==> src/rtl/present80_enc_core_pkg.sv <==
// Shared definitions for the PRESENT-80 encryption core: widths, round limit,
// the 4-bit S-box table and the controller state type.
package present80_enc_core_pkg;

    localparam int BLOCK_W    = 64;
    localparam int KEY_W      = 80;
    localparam int CTR_W      = 5;
    localparam int ROUND_LAST = 31;

    // Entry n of the S-box sits in nibble n (bits [4n+3:4n]).
    localparam logic [63:0] SBOX_TABLE = 64'h21748FE3DA09B65C;

    typedef enum logic {
        S_IDLE = 1'b0,
        S_RUN  = 1'b1
    } fsm_state_e;

    function automatic logic [3:0] sbox_lookup(input logic [3:0] x);
        return SBOX_TABLE[{x, 2'b00} +: 4];
    endfunction

endpackage

==> src/rtl/present80_enc_core_sbox4.sv <==
// Single PRESENT 4-bit S-box, shared by the datapath and the key schedule.
module present80_enc_core_sbox4
    import present80_enc_core_pkg::*;
(
    input  logic [3:0] din_i,
    output logic [3:0] dout_o
);

    assign dout_o = sbox_lookup(din_i);

endmodule

==> src/rtl/present80_enc_core_sbox_layer.sv <==
// PRESENT substitution layer: the 4-bit S-box applied to all 16 nibbles.
module present80_enc_core_sbox_layer
    import present80_enc_core_pkg::*;
(
    input  logic [BLOCK_W-1:0] din_i,
    output logic [BLOCK_W-1:0] dout_o
);

    for (genvar n = 0; n < BLOCK_W / 4; n++) begin : g_nib
        present80_enc_core_sbox4 u_sbox (
            .din_i  (din_i[4*n +: 4]),
            .dout_o (dout_o[4*n +: 4])
        );
    end

endmodule

==> src/rtl/present_key_sched80.sv <==
// Combinational PRESENT-80 key update: rotate left by 61, S-box the top
// nibble, then fold the round counter into bits [19:15].
module present_key_sched80
    import present80_enc_core_pkg::*;
(
    input  logic [KEY_W-1:0] key_in,
    input  logic [CTR_W-1:0] round_ctr,
    output logic [KEY_W-1:0] key_out
);

    logic [KEY_W-1:0] rot;
    logic [3:0]       top_sbox;

    // Rotating left by 61 on an 80-bit word is the same as rotating right by 19.
    assign rot = {key_in[18:0], key_in[79:19]};

    present80_enc_core_sbox4 u_sbox (
        .din_i  (rot[79:76]),
        .dout_o (top_sbox)
    );

    assign key_out = {top_sbox, rot[75:20], rot[19:15] ^ round_ctr, rot[14:0]};

endmodule

==> src/rtl/present80_enc_core.sv <==
// Iterative PRESENT-80 encryption core: one round per clock, 31 clocks per block.
// Handshake: start is honoured only while busy=0; done pulses one cycle as ciphertext updates.
module present80_enc_core
    import present80_enc_core_pkg::*;
#(
    parameter int NUM_ROUNDS = ROUND_LAST
) (
    input  logic               clk,
    input  logic               rst_n,
    input  logic               start,
    input  logic [BLOCK_W-1:0] plaintext,
    input  logic [KEY_W-1:0]   key,
    output logic               busy,
    output logic               done,
    output logic [BLOCK_W-1:0] ciphertext,
    output fsm_state_e         dbg_state
);

    localparam logic [CTR_W-1:0] LAST_CTR = CTR_W'(NUM_ROUNDS);

    fsm_state_e         fsm_q;
    logic [BLOCK_W-1:0] state_q;
    logic [KEY_W-1:0]   key_q;
    logic [CTR_W-1:0]   ctr_q;
    logic [BLOCK_W-1:0] ct_q;
    logic               busy_q;
    logic               done_q;

    logic [BLOCK_W-1:0] sbox_in;
    logic [BLOCK_W-1:0] sbox_out;
    logic [BLOCK_W-1:0] state_d;
    logic [KEY_W-1:0]   key_d;

    assign sbox_in = state_q ^ key_q[79:16];

    present80_enc_core_sbox_layer u_sbox_layer (
        .din_i  (sbox_in),
        .dout_o (sbox_out)
    );

    // Permutation layer: bit i lands at 16*i mod 63, bit 63 is fixed.
    for (genvar i = 0; i < BLOCK_W - 1; i++) begin : g_perm
        assign state_d[(16 * i) % 63] = sbox_out[i];
    end
    assign state_d[63] = sbox_out[63];

    present_key_sched80 u_key_sched (
        .key_in    (key_q),
        .round_ctr (ctr_q),
        .key_out   (key_d)
    );

    always_ff @(posedge clk or negedge rst_n) begin
        if (!rst_n) begin
            fsm_q   <= S_IDLE;
            state_q <= '0;
            key_q   <= '0;
            ctr_q   <= '0;
            ct_q    <= '0;
            busy_q  <= 1'b0;
            done_q  <= 1'b0;
        end else begin
            done_q <= 1'b0;
            case (fsm_q)
                S_IDLE: begin
                    if (start) begin
                        state_q <= plaintext;
                        key_q   <= key;
                        ctr_q   <= CTR_W'(1);
                        busy_q  <= 1'b1;
                        fsm_q   <= S_RUN;
                    end
                end
                S_RUN: begin
                    state_q <= state_d;
                    key_q   <= key_d;
                    // Last round folds in the final whitening key; the counter
                    // is parked at zero rather than wrapping past 31.
                    if (ctr_q == LAST_CTR) begin
                        ct_q   <= state_d ^ key_d[79:16];
                        done_q <= 1'b1;
                        busy_q <= 1'b0;
                        ctr_q  <= '0;
                        fsm_q  <= S_IDLE;
                    end else begin
                        ctr_q <= ctr_q + CTR_W'(1);
                    end
                end
                default: begin
                    fsm_q  <= S_IDLE;
                    busy_q <= 1'b0;
                end
            endcase
        end
    end

    assign busy       = busy_q;
    assign done       = done_q;
    assign ciphertext = ct_q;
    assign dbg_state  = fsm_q;

endmodule

==> config.mk <==
export PLATFORM = sky130hd
export DESIGN_NAME = present80_enc_core
export DESIGN_NICKNAME = d
export VERILOG_FILES = /design/src/rtl/present80_enc_core_pkg.sv /design/src/rtl/present80_enc_core_sbox4.sv /design/src/rtl/present80_enc_core_sbox_layer.sv /design/src/rtl/present_key_sched80.sv /design/src/rtl/present80_enc_core.sv
export SDC_FILE = /design/constraint.sdc
export NUM_CORES = 1
export LEC_CHECK = 0
export BUFFER_PORTS_ARGS = -buffer_cell sky130_fd_sc_hd__buf_2
export CORE_ASPECT_RATIO = 1.5
export CORE_MARGIN = 8
export CORE_UTILIZATION = 41
export DETAILED_ROUTE_END_ITERATION = 7
export PLACE_DENSITY = 0.59
export RECOVER_POWER = 25
export SYNTH_ARGS = -nofsm -noshare
export SYNTH_HDL_FRONTEND = slang
export SYNTH_SLANG_ARGS = --single-unit
==> constraint.sdc <==
create_clock -name clk -period 2.09 [get_ports clk]
set_clock_uncertainty 0.2 [all_clocks]
set_input_delay 0.1045 -clock clk [delete_from_list [all_inputs] [get_ports clk]]
set_output_delay 0.1045 -clock clk [all_outputs]
set_load 0.03 [all_outputs]
After elaboration in Yosys (flattened, before gate mapping)
Cells that the tools add are included.

Flip-flop bits (word level): 216. Input bits: 147. Output and inout bits: 67. Word-level logic and storage cells: 49.

Shifts and indexed selects: 17. Equality and inequality tests: 3. $add $sub $neg: 1. Bitwise logic cells: 4. Reductions and logical operators: 2. Muxes and demuxes: 15.

Operators with widths (count): $shiftx 64x7->4 const A (17); $pmux 80 s2 (1); $pmux 64 s2 (1); $xor 64x64->64 (2); $mux 80 (1); $mux 64 (1); $mux 5 (2); $pmux 5 s2 (1); $mux 1 (6); $add 5x1->5 const B (1); $eq 5x5->1 const B (1); $xor 5x5->5 (1); $pmux 1 s2 (2); $reduce_and 2->1 (2); $ne 2x1->1 const B (1); $ne 2x2->1 const B (1); $not 1->1 (1).

Depth between registers and ports, before layout
Gate-level depths: netlist of run 1.

Depth in word-level cells: 3. Depth in mapped cells: 10. Gate-level depth less buffers: 8.

Hierarchy
A second synthesis of run 1 with hierarchy kept.

Cells, all modules: 1375. Area, all modules: 14231.1 um2.

By module, submodules not included: present80_enc_core (times used 1, area an instance 10506.3 um2, cells an instance 993, seq. area each 5405.2 um2); present80_enc_core_sbox4 (times used 17, area an instance 185.2 um2, cells an instance 18, seq. area each 0.0 um2); present_key_sched80 (times used 1, area an instance 576.8 um2, cells an instance 76, seq. area each 0.0 um2).

Worst setup path after synthesis of run 1
No wires, ideal clock.

Path kind: reg2reg. Start: register ctr_q[0]. End: register ct_q[18], in the netlist ciphertext[18]. Clock period less this slack: 2.254 ns. Buffers on the path: 3. Data arrival time: 1.977 ns. Slack: -0.164 ns. Data required time: 1.814 ns. Cell stages (with the launch flop): 10. Setup time: 0.076 ns. Path through: dfrtp_1 > ha_1 > and3_1 > ha_1 > nand2_1 > buf_2 > buf_1 > clkbuf_1 > nand2_1 > o21ai_1.

Word-level cells in the longest chain between the ends: 2.

Ends and longest elaborated chain: start, declared (line present80_enc_core.sv:24) `logic [CTR_W-1:0] ctr_q;`; start signal, assigned (line present80_enc_core.sv:86) `ctr_q <= ctr_q + CTR_W'(1);`; $eq 5x5->1 (line present80_enc_core.sv:79) `if (ctr_q == LAST_CTR) begin`; $reduce_and 2->1 (no line); end signal, assigned (line present80_enc_core.sv:80) `ct_q <= state_d ^ key_d[79:16];`; end, declared (line present80_enc_core.sv:25) `logic [BLOCK_W-1:0] ct_q;`.

No other way between the ends. A chain may end at the register's enable or synchronous reset.

Worst setup path in the final report of run 1
Start: register key_q[49]. End: register ct_q[40], in the netlist ciphertext[40].

Word-level cells in the longest chain between the ends: 3.

Ends and longest elaborated chain: start, declared (line present80_enc_core.sv:23) `logic [KEY_W-1:0] key_q;`; start signal, assigned (line present80_enc_core.sv:68) `key_q <= key;`; start signal, assigned (line present80_enc_core.sv:76) `key_q <= key_d;`; $xor 64x64->64 (line present80_enc_core.sv:34) `assign sbox_in = state_q ^ key_q[79:16];`; $shiftx 64x7->4 (line present80_enc_core_pkg.sv:19) `return SBOX_TABLE[{x, 2'b00} +: 4];`; $xor 64x64->64 (line present80_enc_core.sv:80).

No other way between the ends.

==> impl_metrics.xml, run 1 <==
<?xml version="1.0" encoding="UTF-8"?>
<metrics>
  <group name="logic_synthesis">
    <metric name="nets_in_the_synthesized_netlist" unit="">1528</metric>
    <metric name="yosysSeqAreaShare" unit="%">40.3</metric>
    <metric name="synthesis.area" unit="um2">13400</metric>
    <metric name="synth_cell_type_count" unit="">34</metric>
    <metric name="yosys_register_bits" unit="">216</metric>
    <metric name="syn_inst" unit="">1293</metric>
    <metric name="yosys_warnings" unit="">0</metric>
    <metric name="synth_area_per_inst" unit="um2">10.4</metric>
  </group>
  <group name="setup_path">
    <metric name="timing.critical_path.from_type" unit="">flop</metric>
    <metric name="crit-reg2reg-launch" unit="">key_q[49]$_DFFE_PN0P_</metric>
    <metric name="end_kind" unit="">flop</metric>
    <metric name="crit_path_category" unit="">reg -&gt; reg</metric>
    <metric name="worst-endpoint-arrival" unit="ps">2320</metric>
    <metric name="cp_max_fo" unit="">2</metric>
    <metric name="startpoint" unit="">key_q[49]$_DFFE_PN0P_</metric>
    <metric name="critPathRequiredTime" unit="ps">2300</metric>
  </group>
  <group name="die">
    <metric name="die_boundary_width" unit="um">164</metric>
    <metric name="die_h" unit="um">237</metric>
    <metric name="initial_core_util" unit="%">41.3</metric>
    <metric name="num_io_pins" unit="">214</metric>
    <metric name="num_rows" unit="">81</metric>
    <metric name="core_region_area" unit="um2">32400</metric>
    <metric name="full_die_area" unit="um2">38900</metric>
  </group>
  <group name="timing">
    <metric name="tightestPinTransition" unit="ps">741</metric>
    <metric name="totalNegativeSetupSlack" unit="ps">-28.9</metric>
    <metric name="worst_slack" unit="ps">-23.1</metric>
    <metric name="finalHoldViolations" unit="">1</metric>
    <metric name="hold_ws" unit="ps">-0.163</metric>
    <metric name="report.final.slew_viol_count" unit="">0</metric>
    <metric name="report.final.setup_viol" unit="">3</metric>
    <metric name="layout_worst_path_cycle_share" unit="%">101</metric>
    <metric name="worst_slew_margin_rel" unit="%">50.6</metric>
    <metric name="period_minus_slack" unit="ps">2110</metric>
    <metric name="timing.fmax" unit="GHz">0.473</metric>
    <metric name="unrepaired_setup_endpoints_after_global_routing" unit="">true</metric>
  </group>
  <group name="detailed_routing">
    <metric name="wl" unit="um">45900</metric>
    <metric name="vias" unit="">11500</metric>
    <metric name="vias_per_cell" unit="">5.10</metric>
    <metric name="drc" unit="">0</metric>
    <metric name="dr.pass1.iters" unit="">5</metric>
    <metric name="postRouteAntennaNets" unit="">0</metric>
    <metric name="routed_wire_length_per_instance" unit="um">20.4</metric>
    <metric name="detail_route.iter0.violations" unit="">546</metric>
  </group>
  <group name="global_routing">
    <metric name="grt_util_all_layers" unit="%">23.1</metric>
    <metric name="grt_antenna_before_repair" unit="">1</metric>
    <metric name="number_of_global_route_vias_before_repair" unit="">12000</metric>
    <metric name="grt_pass1_wl" unit="um">68500</metric>
    <metric name="grt_max_degree" unit="">118</metric>
    <metric name="global_route.overflow_total" unit="">0</metric>
  </group>
  <group name="clocking">
    <metric name="tritoncts" unit="">built</metric>
    <metric name="cts_max_path_buffers" unit="">3</metric>
    <metric name="cts.sink_count" unit="">216</metric>
    <metric name="number_of_clock_buffers_inserted_by_tritoncts" unit="">23</metric>
    <metric name="clkSlewWorstSetupHoldPaths" unit="ps">60</metric>
    <metric name="cts.root.buffer_cell" unit="">clkbuf_16</metric>
    <metric name="worst_skew_late_latency" unit="ps">540</metric>
    <metric name="cts-htree-levels" unit="">1</metric>
  </group>
  <group name="worst_hold_path">
    <metric name="hp-start" unit="">start</metric>
    <metric name="worst_hold_path_type" unit="">in -&gt; reg</metric>
  </group>
  <group name="placed_design">
    <metric name="post-place-ws" unit="ps">-118</metric>
    <metric name="gpl_wtd_cong" unit="">0.867</metric>
    <metric name="dp_hpwl" unit="um">34500</metric>
    <metric name="placed_cell_area" unit="um2">16500</metric>
    <metric name="port_buffers" unit="">213</metric>
  </group>
  <group name="status">
    <metric name="violations" unit="">hold timing, setup timing</metric>
    <metric name="outcome" unit="">complete, but fails checks</metric>
  </group>
  <group name="cells_and_area">
    <metric name="postLayoutCoreUtil" unit="%">60.7</metric>
    <metric name="final_layout_size_suffix_gt1_share" unit="%">36.8</metric>
    <metric name="finalNetCount" unit="">2053</metric>
    <metric name="post-route-cell-area" unit="um2">19700</metric>
    <metric name="flow.area_growth_from_synthesis" unit="%">46.9</metric>
    <metric name="diodes" unit="">0</metric>
  </group>
  <group name="job">
    <metric name="drv.max_cap_violation_count" unit="">0</metric>
  </group>
</metrics>
-- worst max-delay path, cell delays in order, from the launching register on --
cell,delay (ps)
dfrtp_1,410
xnor2_2,200
inv_2,80
buf_4,150
ha_1,190
mux4_2,490
xnor2_1,170
o21ai_1,80
-- cell type report --
class | instances | area, um2
tap | 415 | 519
clock buffer | 32 | 639
timing repair buffer | 571 | 4360
fill | 2738 | 12700
multi-input combinational | 934 | 8440
inverter | 72 | 270
sequential | 216 | 5410
clock inverter | 8 | 47.5
-- metal layers --
layer | track usage [%] | vias to the layer above | share of wire, %
met3 | 2.29 | 70 | 4.2
met1 | 27.8 | 5637 | 39
met5 | 0 | - | 0
met4 | 8.26 | 0 | 3.9
li1 | - | 5465 | -
met2 | 41.6 | 285 | 53
-- synth_stat cells --
| library cell | instances | area share, % |
|---|---|---|
| mux2_1 | 1 | 0.084 |
| buf_4 | 1 | 0.056 |
| nor2_1 | 29 | 0.81 |
| xnor2_4 | 1 | 0.21 |
| a211oi_1 | 35 | 2.0 |
| o31a_1 | 1 | 0.065 |
| a221o_1 | 12 | 0.90 |
| xnor2_1 | 64 | 4.2 |
| nand2b_1 | 3 | 0.14 |
| o22a_1 | 2 | 0.13 |
| a22oi_1 | 2 | 0.11 |
| xor2_2 | 11 | 1.3 |
| nand3_1 | 1 | 0.037 |
| nand2_1 | 179 | 5.0 |
| inv_1 | 72 | 2.0 |
| clkbuf_1 | 43 | 1.2 |
| o21ai_0 | 143 | 5.3 |
| xor2_1 | 41 | 2.7 |
| buf_1 | 9 | 0.25 |
| o22ai_1 | 1 | 0.047 |
| and3_1 | 1 | 0.047 |
| o21ai_1 | 24 | 0.90 |
| mux2i_1 | 142 | 11 |
| mux2_4 | 1 | 0.11 |
| buf_2 | 18 | 0.67 |
| ha_1 | 88 | 8.2 |
| xnor2_2 | 23 | 2.8 |
| mux4_1 | 5 | 0.98 |
| o32ai_1 | 2 | 0.13 |
| nor3_1 | 12 | 0.45 |
| dfrtp_1 | 216 | 40 |
| a21oi_1 | 47 | 1.8 |
| mux4_2 | 29 | 4.9 |
| nor2b_1 | 34 | 1.6 |
-- metrics by stage --
stage | hold slack, ps | instances
global route | 19.9 | 2248
floorplan | -391 | 1293
CTS | 0.325 | 2224
finish | -0.163 | 2248
detailed placement | -224 | 2029
global placement | -223 | 2029
-- final timing paths --
path	to	slack, ps	depth (start not counted)
max in group asynchronous	ciphertext[44]$_DFFE_PN0P_	210	4
min in group asynchronous	ciphertext[1]$_DFFE_PN0P_	770	4
max	ciphertext[40]$_DFFE_PN0P_	-20	7
min reg2reg	ciphertext[61]$_DFFE_PN0P_	280	2
min	key_q[59]$_DFFE_PN0P_	-0.2	3
max reg2reg	ciphertext[40]$_DFFE_PN0P_	-20	7
-- sequential cells by signal (all words and copies together), names as in the netlist --
signal	flops
state_q	64
dbg_state	1
busy	1
done	1
key_q	80
ciphertext	64
ctr_q	5
-- cells by family after synthesis --
| group | share of synthesized area (%) |
|---|---|
| adders and majority gates | 8.21 |
| xor gates and xnor gates | 11.2 |
| AOI/OAI and AO/OA | 11.3 |
| and+or+nand+nor | 8.08 |
| muxes | 16.7 |
| DFF | 40.3 |
| buffers and inverters | 4.20 |
-- layout by cell type, fill, tap and decap left out, drive strengths merged, types with 2 or more instances in the layout --
cell type	count
o21ai	167
o22a	2
clkbuf	34
nand2b	3
xor2	52
ha	88
a221o	12
nand2	179
inv	73
nor3	12
a22oi	2
mux2	2
xnor2	88
o32ai	2
nor2	29
dfrtp	216
mux2i	142
mux4	34
clkinv	7
dlygate4sd3	151
buf	417
nor2b	34
a21oi	47
a211oi	35
-- repair_timing --
action,4_1_cts,5_1_grt
endpoints found under the setup margin,38,78
hold endpoints to repair,360,0
gates cloned,0,0
setup buffers,3,25
resized for setup,43,148
hold buffers,152,0
pin swaps,17,74
Power of run 1 is not shown: default switching activity piles up to over one toggle a cycle in this logic, so the estimate is an artifact.
==> inputs of run 2 (changes only) <==
CORE_UTILIZATION = 39   (was 41)
PLACE_DENSITY = 0.57   (was 0.59)
==> impl_metrics.xml, run 2 (same netlist as run 1, synthesis figures left out) <==
<?xml version="1.0" encoding="UTF-8"?>
<metrics>
  <group name="setup_path">
    <metric name="worstRegToRegCells" unit="">8</metric>
    <metric name="crit_path_category" unit="">reg -&gt; reg</metric>
    <metric name="crit_path_cell_trace" unit="">xnor2_2 &gt; inv_2 &gt; ha_4 &gt; mux2i_1 &gt; a22oi_1 &gt; buf_4 &gt; xor2_2 &gt; o21ai_1</metric>
    <metric name="cp_max_fo" unit="">3</metric>
    <metric name="path_delay_family" unit="">flip-flops</metric>
    <metric name="end_kind" unit="">flop</metric>
    <metric name="regToRegEndpoint" unit="">ciphertext[50]$_DFFE_PN0P_</metric>
    <metric name="crit-reg2reg-launch" unit="">key_q[24]$_DFFE_PN0P_</metric>
    <metric name="worst-endpoint-arrival" unit="ps">2300</metric>
    <metric name="critical_path.slowest_cell" unit="">dfrtp_2</metric>
    <metric name="critical-path-max-stage-delay" unit="ps">450</metric>
    <metric name="timing.critical_path.from_type" unit="">flop</metric>
    <metric name="r2r_setup_slack" unit="ps">3</metric>
    <metric name="worstPathBufferInverterCount" unit="">2</metric>
    <metric name="critPathRequiredTime" unit="ps">2310</metric>
  </group>
  <group name="global_routing">
    <metric name="grt_antenna_before_repair" unit="">0</metric>
    <metric name="number_of_global_route_vias_before_repair" unit="">12300</metric>
    <metric name="grt_util_all_layers" unit="%">23.0</metric>
    <metric name="global_route.overflow_total" unit="">0</metric>
    <metric name="grt_max_degree" unit="">106</metric>
    <metric name="grt_pass1_wl" unit="um">72000</metric>
  </group>
  <group name="timing">
    <metric name="timing.fmax" unit="GHz">0.479</metric>
    <metric name="tightestPinTransition" unit="ps">878</metric>
    <metric name="report.final.setup_viol" unit="">0</metric>
    <metric name="layout_worst_path_cycle_share" unit="%">99.9</metric>
    <metric name="hold_ws" unit="ps">104</metric>
    <metric name="finalHoldViolations" unit="">0</metric>
    <metric name="report.final.slew_viol_count" unit="">0</metric>
    <metric name="worst_slew_margin_rel" unit="%">41.5</metric>
    <metric name="unrepaired_setup_endpoints_after_global_routing" unit="">true</metric>
    <metric name="period_minus_slack" unit="ps">2090</metric>
    <metric name="worst_slack" unit="ps">3.03</metric>
  </group>
  <group name="die">
    <metric name="num_io_pins" unit="">214</metric>
    <metric name="initial_core_util" unit="%">39.4</metric>
    <metric name="full_die_area" unit="um2">40700</metric>
    <metric name="num_rows" unit="">83</metric>
    <metric name="core_region_area" unit="um2">34100</metric>
    <metric name="die_h" unit="um">243</metric>
    <metric name="die_boundary_width" unit="um">167</metric>
  </group>
  <group name="cells_and_area">
    <metric name="finalNetCount" unit="">2054</metric>
    <metric name="diodes" unit="">0</metric>
    <metric name="final_layout_size_suffix_gt1_share" unit="%">35.6</metric>
    <metric name="max_reg_flops" unit="">80</metric>
    <metric name="flow.area_growth_from_synthesis" unit="%">47.3</metric>
    <metric name="final_common_cell" unit="">dfrtp_1</metric>
    <metric name="max_flop_register" unit="">key_q</metric>
    <metric name="final_cell_mix" unit="">dfrtp_1 (213), buf_2 (211), nand2_1 (177)</metric>
  </group>
  <group name="job">
    <metric name="drv.max_cap_violation_count" unit="">0</metric>
  </group>
  <group name="detailed_routing">
    <metric name="dr.pass1.iters" unit="">7</metric>
    <metric name="routed_wire_length_per_instance" unit="um">21.1</metric>
    <metric name="drc" unit="">0</metric>
    <metric name="postRouteAntennaNets" unit="">0</metric>
    <metric name="vias_per_cell" unit="">5.08</metric>
    <metric name="vias" unit="">11500</metric>
    <metric name="detail_route.iter0.violations" unit="">666</metric>
    <metric name="wl" unit="um">47600</metric>
  </group>
  <group name="placed_design">
    <metric name="post-place-ws" unit="ps">-193</metric>
    <metric name="port_buffers" unit="">213</metric>
    <metric name="dp_hpwl" unit="um">35700</metric>
    <metric name="gpl_wtd_cong" unit="">0.844</metric>
  </group>
  <group name="worst_hold_path">
    <metric name="hp-start" unit="">start</metric>
    <metric name="hold-path-cell-count" unit="">4</metric>
    <metric name="worst_hold_path_type" unit="">in -&gt; reg</metric>
    <metric name="worst_hold_path.endpoint" unit="">dbg_state$_DFF_PN0_</metric>
  </group>
  <group name="clocking">
    <metric name="cts-htree-levels" unit="">1</metric>
    <metric name="clkSlewWorstSetupHoldPaths" unit="ps">60</metric>
    <metric name="number_of_clock_buffers_inserted_by_tritoncts" unit="">24</metric>
    <metric name="worst_skew_late_latency" unit="ps">540</metric>
    <metric name="cts.sink_count" unit="">216</metric>
    <metric name="cts.root.buffer_cell" unit="">clkbuf_16</metric>
    <metric name="cts_max_path_buffers" unit="">3</metric>
    <metric name="tritoncts" unit="">built</metric>
  </group>
  <group name="status">
    <metric name="outcome" unit="">complete, no violations</metric>
  </group>
</metrics>
-- run 2: cell count changes in the layout (fill, tap and decap cells not counted), sizes merged --
cell,before,now
bufinv,0,1
clkbuf,34,42
clkinvlp,0,1
inv,73,72
clkinv,7,3
buf,417,403
dlymetal6s2s,1,0
dlygate4sd3,151,163
-- run 2: tightest hold or removal path, delay by kind of cell --
family / cells / cell delay (ps)
multiplexers: 1 / 60
buffers and inverters: 3 / 590
-- run 2: per-stage QoR --
stage                     utilization (%)  std cells  setup TNS, ps  area (um2)
after floorplan                         -       1293              0       13700
after global placement               48.3       2034           -240       16400
after detailed placement             48.3       2034           -594       16400
after CTS                            56.2       2246              0       19100
after global routing                 57.9       2260          -1240       19700
final                                57.9       2260              0       19700
-- run 2: how the worst max path moves through the flow --
stage | startpoint | endpoint | slack (ps) | depth (start not counted)
2_1_floorplan | state_q[13]$_DFFE_PN0P_ | ciphertext[35]$_DFFE_PN0P_ | 3 | 6
3_3_place_gp | state_q[32]$_DFFE_PN0P_ | ciphertext[56]$_DFFE_PN0P_ | -140 | 8
3_5_place_dp | state_q[33]$_DFFE_PN0P_ | ciphertext[56]$_DFFE_PN0P_ | -190 | 8
4_1_cts | key_q[44]$_DFFE_PN0P_ | ciphertext[55]$_DFFE_PN0P_ | 0.003 | 7
5_1_grt | key_q[64]$_DFFE_PN0P_ | ciphertext[44]$_DFFE_PN0P_ | -90 | 7
6_report | key_q[24]$_DFFE_PN0P_ | ciphertext[50]$_DFFE_PN0P_ | 3 | 8
-- run 2: what timing repair did --
item,in CTS,in global routing
hold buffers,164,0
gates cloned,0,1
hold endpoints to repair,360,0
pin swaps,12,62
endpoints found under the setup margin,29,74
resized for setup,38,134
buffers inserted,6,16
-- run 2: routing by layer --
metal	GRT usage (%)	vias up	wire length [um]
li1	-	5456	-
met1	26.5	5696	18900
met2	41.9	246	24800
met3	2.73	87	1680
met4	10.0	0	2270
met5	0	-	0
-- run 2: area by class of cell --
class | instances | area [um2]
Inverter | 72 | 270
Timing Repair Buffer | 571 | 4370
Sequential cell | 216 | 5410
Fill cell | 2852 | 14300
Clock buffer | 37 | 731
Clock inverter | 5 | 52.6
Multi-Input combinational cell | 934 | 8380
Tap cell | 425 | 532
Power of run 2 is left out for the same reason.
==> inputs of run 3 (changes only) <==
CORE_UTILIZATION = 52   (was 39)
PLACE_DENSITY = 0.73   (was 0.57)
==> impl_metrics.xml, run 3 (same netlist as run 1, synthesis figures left out) <==
<?xml version="1.0" encoding="UTF-8"?>
<metrics>
  <group name="placed_design">
    <metric name="place.detailed.instances" unit="">1946</metric>
    <metric name="gpl_wtd_cong" unit="">0.931</metric>
    <metric name="placed_cell_area" unit="um2">16400</metric>
    <metric name="dp_hpwl" unit="um">33600</metric>
    <metric name="port_buffers" unit="">213</metric>
  </group>
  <group name="die">
    <metric name="initial_core_util" unit="%">52.4</metric>
    <metric name="full_die_area" unit="um2">31300</metric>
    <metric name="num_rows" unit="">72</metric>
    <metric name="num_io_pins" unit="">214</metric>
    <metric name="die_boundary_width" unit="um">147</metric>
    <metric name="die_h" unit="um">213</metric>
    <metric name="core_region_area" unit="um2">25600</metric>
  </group>
  <group name="setup_path">
    <metric name="crit_path_cell_trace" unit="">xnor2_2 &gt; inv_2 &gt; ha_4 &gt; mux2i_2 &gt; xnor2_2 &gt; nor2_1 &gt; a221o_1</metric>
    <metric name="r2r_setup_slack" unit="ps">-80</metric>
    <metric name="cp_common_cell" unit="">xnor2_2</metric>
    <metric name="critical-path-max-stage-delay" unit="ps">410</metric>
    <metric name="critPathRequiredTime" unit="ps">2310</metric>
    <metric name="worst-endpoint-arrival" unit="ps">2390</metric>
    <metric name="regToRegEndpoint" unit="">ciphertext[9]$_DFFE_PN0P_</metric>
    <metric name="cp_max_fo" unit="">3</metric>
    <metric name="crit_path_category" unit="">reg -&gt; reg</metric>
    <metric name="worstPathBufferInverterCount" unit="">1</metric>
    <metric name="crit-reg2reg-launch" unit="">state_q[36]$_DFFE_PN0P_</metric>
    <metric name="critical_path.slowest_cell" unit="">dfrtp_1</metric>
    <metric name="worstRegToRegCells" unit="">7</metric>
    <metric name="timing.critical_path.from_type" unit="">flop</metric>
    <metric name="end_kind" unit="">flop</metric>
    <metric name="path_delay_family" unit="">XOR/XNOR gates</metric>
  </group>
  <group name="detailed_routing">
    <metric name="vias" unit="">12300</metric>
    <metric name="detail_route.iter0.violations" unit="">883</metric>
    <metric name="dr.pass1.iters" unit="">5</metric>
    <metric name="wl" unit="um">49700</metric>
    <metric name="routed_wire_length_per_instance" unit="um">23.1</metric>
    <metric name="drc" unit="">0</metric>
    <metric name="vias_per_cell" unit="">5.72</metric>
    <metric name="postRouteAntennaNets" unit="">0</metric>
  </group>
  <group name="global_routing">
    <metric name="grt-busiest-layer" unit="">met2</metric>
    <metric name="number_of_global_route_vias_before_repair" unit="">12700</metric>
    <metric name="global_route.overflow_total" unit="">0</metric>
    <metric name="grt_pass1_wl" unit="um">71200</metric>
    <metric name="grt_use_met3" unit="%">5.35</metric>
    <metric name="grt_antenna_before_repair" unit="">3</metric>
    <metric name="grt_util_all_layers" unit="%">29.6</metric>
    <metric name="global_route.usage.met1" unit="%">33.0</metric>
    <metric name="grtUsageMet2" unit="%">49.9</metric>
    <metric name="grt_max_degree" unit="">87</metric>
  </group>
  <group name="clocking">
    <metric name="tritoncts" unit="">built</metric>
    <metric name="cts.sink_count" unit="">216</metric>
    <metric name="worst_skew_late_latency" unit="ps">540</metric>
    <metric name="cts.root.buffer_cell" unit="">clkbuf_16</metric>
    <metric name="cts-htree-levels" unit="">1</metric>
    <metric name="number_of_clock_buffers_inserted_by_tritoncts" unit="">23</metric>
    <metric name="cts_max_path_buffers" unit="">3</metric>
    <metric name="clkSlewWorstSetupHoldPaths" unit="ps">70</metric>
  </group>
  <group name="cells_and_area">
    <metric name="max_reg_flops" unit="">80</metric>
    <metric name="final_layout_size_suffix_gt1_share" unit="%">35.8</metric>
    <metric name="flow.area_growth_from_synthesis" unit="%">45.9</metric>
    <metric name="final_common_cell" unit="">dfrtp_1</metric>
    <metric name="final_cell_mix" unit="">dfrtp_1 (214), buf_2 (186), nand2_1 (176)</metric>
    <metric name="max_flop_register" unit="">key_q</metric>
    <metric name="layout.cells.non_filler" unit="">2152</metric>
    <metric name="post-route-cell-area" unit="um2">19600</metric>
    <metric name="finalNetCount" unit="">2040</metric>
  </group>
  <group name="job">
    <metric name="drv.max_cap_violation_count" unit="">0</metric>
  </group>
  <group name="timing">
    <metric name="layout_worst_path_cycle_share" unit="%">104</metric>
    <metric name="tightestPinTransition" unit="ps">849</metric>
    <metric name="worst_slack" unit="ps">-83.7</metric>
    <metric name="unrepaired_setup_endpoints_after_global_routing" unit="">true</metric>
    <metric name="period_minus_slack" unit="ps">2170</metric>
    <metric name="totalNegativeSetupSlack" unit="ps">-409</metric>
    <metric name="report.final.slew_viol_count" unit="">0</metric>
    <metric name="finalHoldViolations" unit="">0</metric>
    <metric name="timing.fmax" unit="GHz">0.460</metric>
    <metric name="worst_slew_margin_rel" unit="%">43.4</metric>
    <metric name="report.final.setup_viol" unit="">13</metric>
  </group>
  <group name="worst_hold_path">
    <metric name="hp-start" unit="">start</metric>
    <metric name="worst_hold_path_type" unit="">in -&gt; reg</metric>
    <metric name="worst_hold_path.endpoint" unit="">key_q[67]$_DFFE_PN0P_</metric>
    <metric name="hold-path-cell-count" unit="">3</metric>
  </group>
  <group name="status">
    <metric name="violations" unit="">setup timing</metric>
    <metric name="outcome" unit="">complete, but fails checks</metric>
  </group>
</metrics>
[run 3: changes by cell type in the layout (fill, tap and decap cells not counted), sizes merged]
cell,before,now
clkbuf,42,66
clkinvlp,1,0
diode,0,2
dlygate4sd3,163,146
buf,403,382
bufinv,1,0
clkinv,3,1
[run 3: area by class of cell]
cell class              count  area (um2)
multi-input cells         934        8480
fillers                  1605        6030
flip-flops and latches    216        5410
repair buffers            558        4270
clock buffers              36         704
well taps                 333         417
inverters                  72         270
clock inverters             1        5.00
diodes                      2        5.00
[run 3: per-stage QoR]
| step | hold slack [ps] | utilization (%) | worst slack (ps) |
|---|---|---|---|
| after floorplan | -391 | - | 3.46 |
| after global placement | -143 | 64.0 | -73.5 |
| after detailed placement | -147 | 64.0 | -100 |
| after CTS | 47.0 | 73.6 | -41.3 |
| after global routing | 133 | 76.4 | -238 |
| final | 96.1 | 76.4 | -83.7 |
[run 3: worst max path at each step]
stage	end	from	cells after the start	slack, ps
3_5_place_dp	ciphertext[43]$_DFFE_PN0P_	state_q[44]$_DFFE_PN0P_	6	-100
4_1_cts	ciphertext[43]$_DFFE_PN0P_	key_q[61]$_DFFE_PN0P_	7	-40
6_report	ciphertext[9]$_DFFE_PN0P_	state_q[36]$_DFFE_PN0P_	7	-80
5_1_grt	ciphertext[53]$_DFFE_PN0P_	key_q[37]$_DFFE_PN0P_	8	-240
2_1_floorplan	ciphertext[35]$_DFFE_PN0P_	state_q[13]$_DFFE_PN0P_	6	3
3_3_place_gp	ciphertext[43]$_DFFE_PN0P_	state_q[44]$_DFFE_PN0P_	6	-70
[run 3: timing repair]
item                                    CTS  global route
cloned                                    0             1
pin swaps                                17           102
hold buffers                            146             0
buffers inserted                          5            19
gates resized for setup                  43           160
endpoints found under the hold margin   360             0
endpoints found under the setup margin   38            80
[run 3: per-layer routing]
layer / up-vias / share of wire (%)
li1: 5437 / -
met1: 6049 / 35
met2: 621 / 49
met3: 202 / 7.2
met4: 2 / 8.4
met5: - / 0.026
[run 3: worst reg2reg max path, stage by stage (launching register included)]
cell     delay [ps]
dfrtp_1         410
xnor2_2         220
inv_2            90
ha_4            280
mux2i_2          80
xnor2_2         370
nor2_1          120
a221o_1         280
Power of run 3 is left out for the same reason.
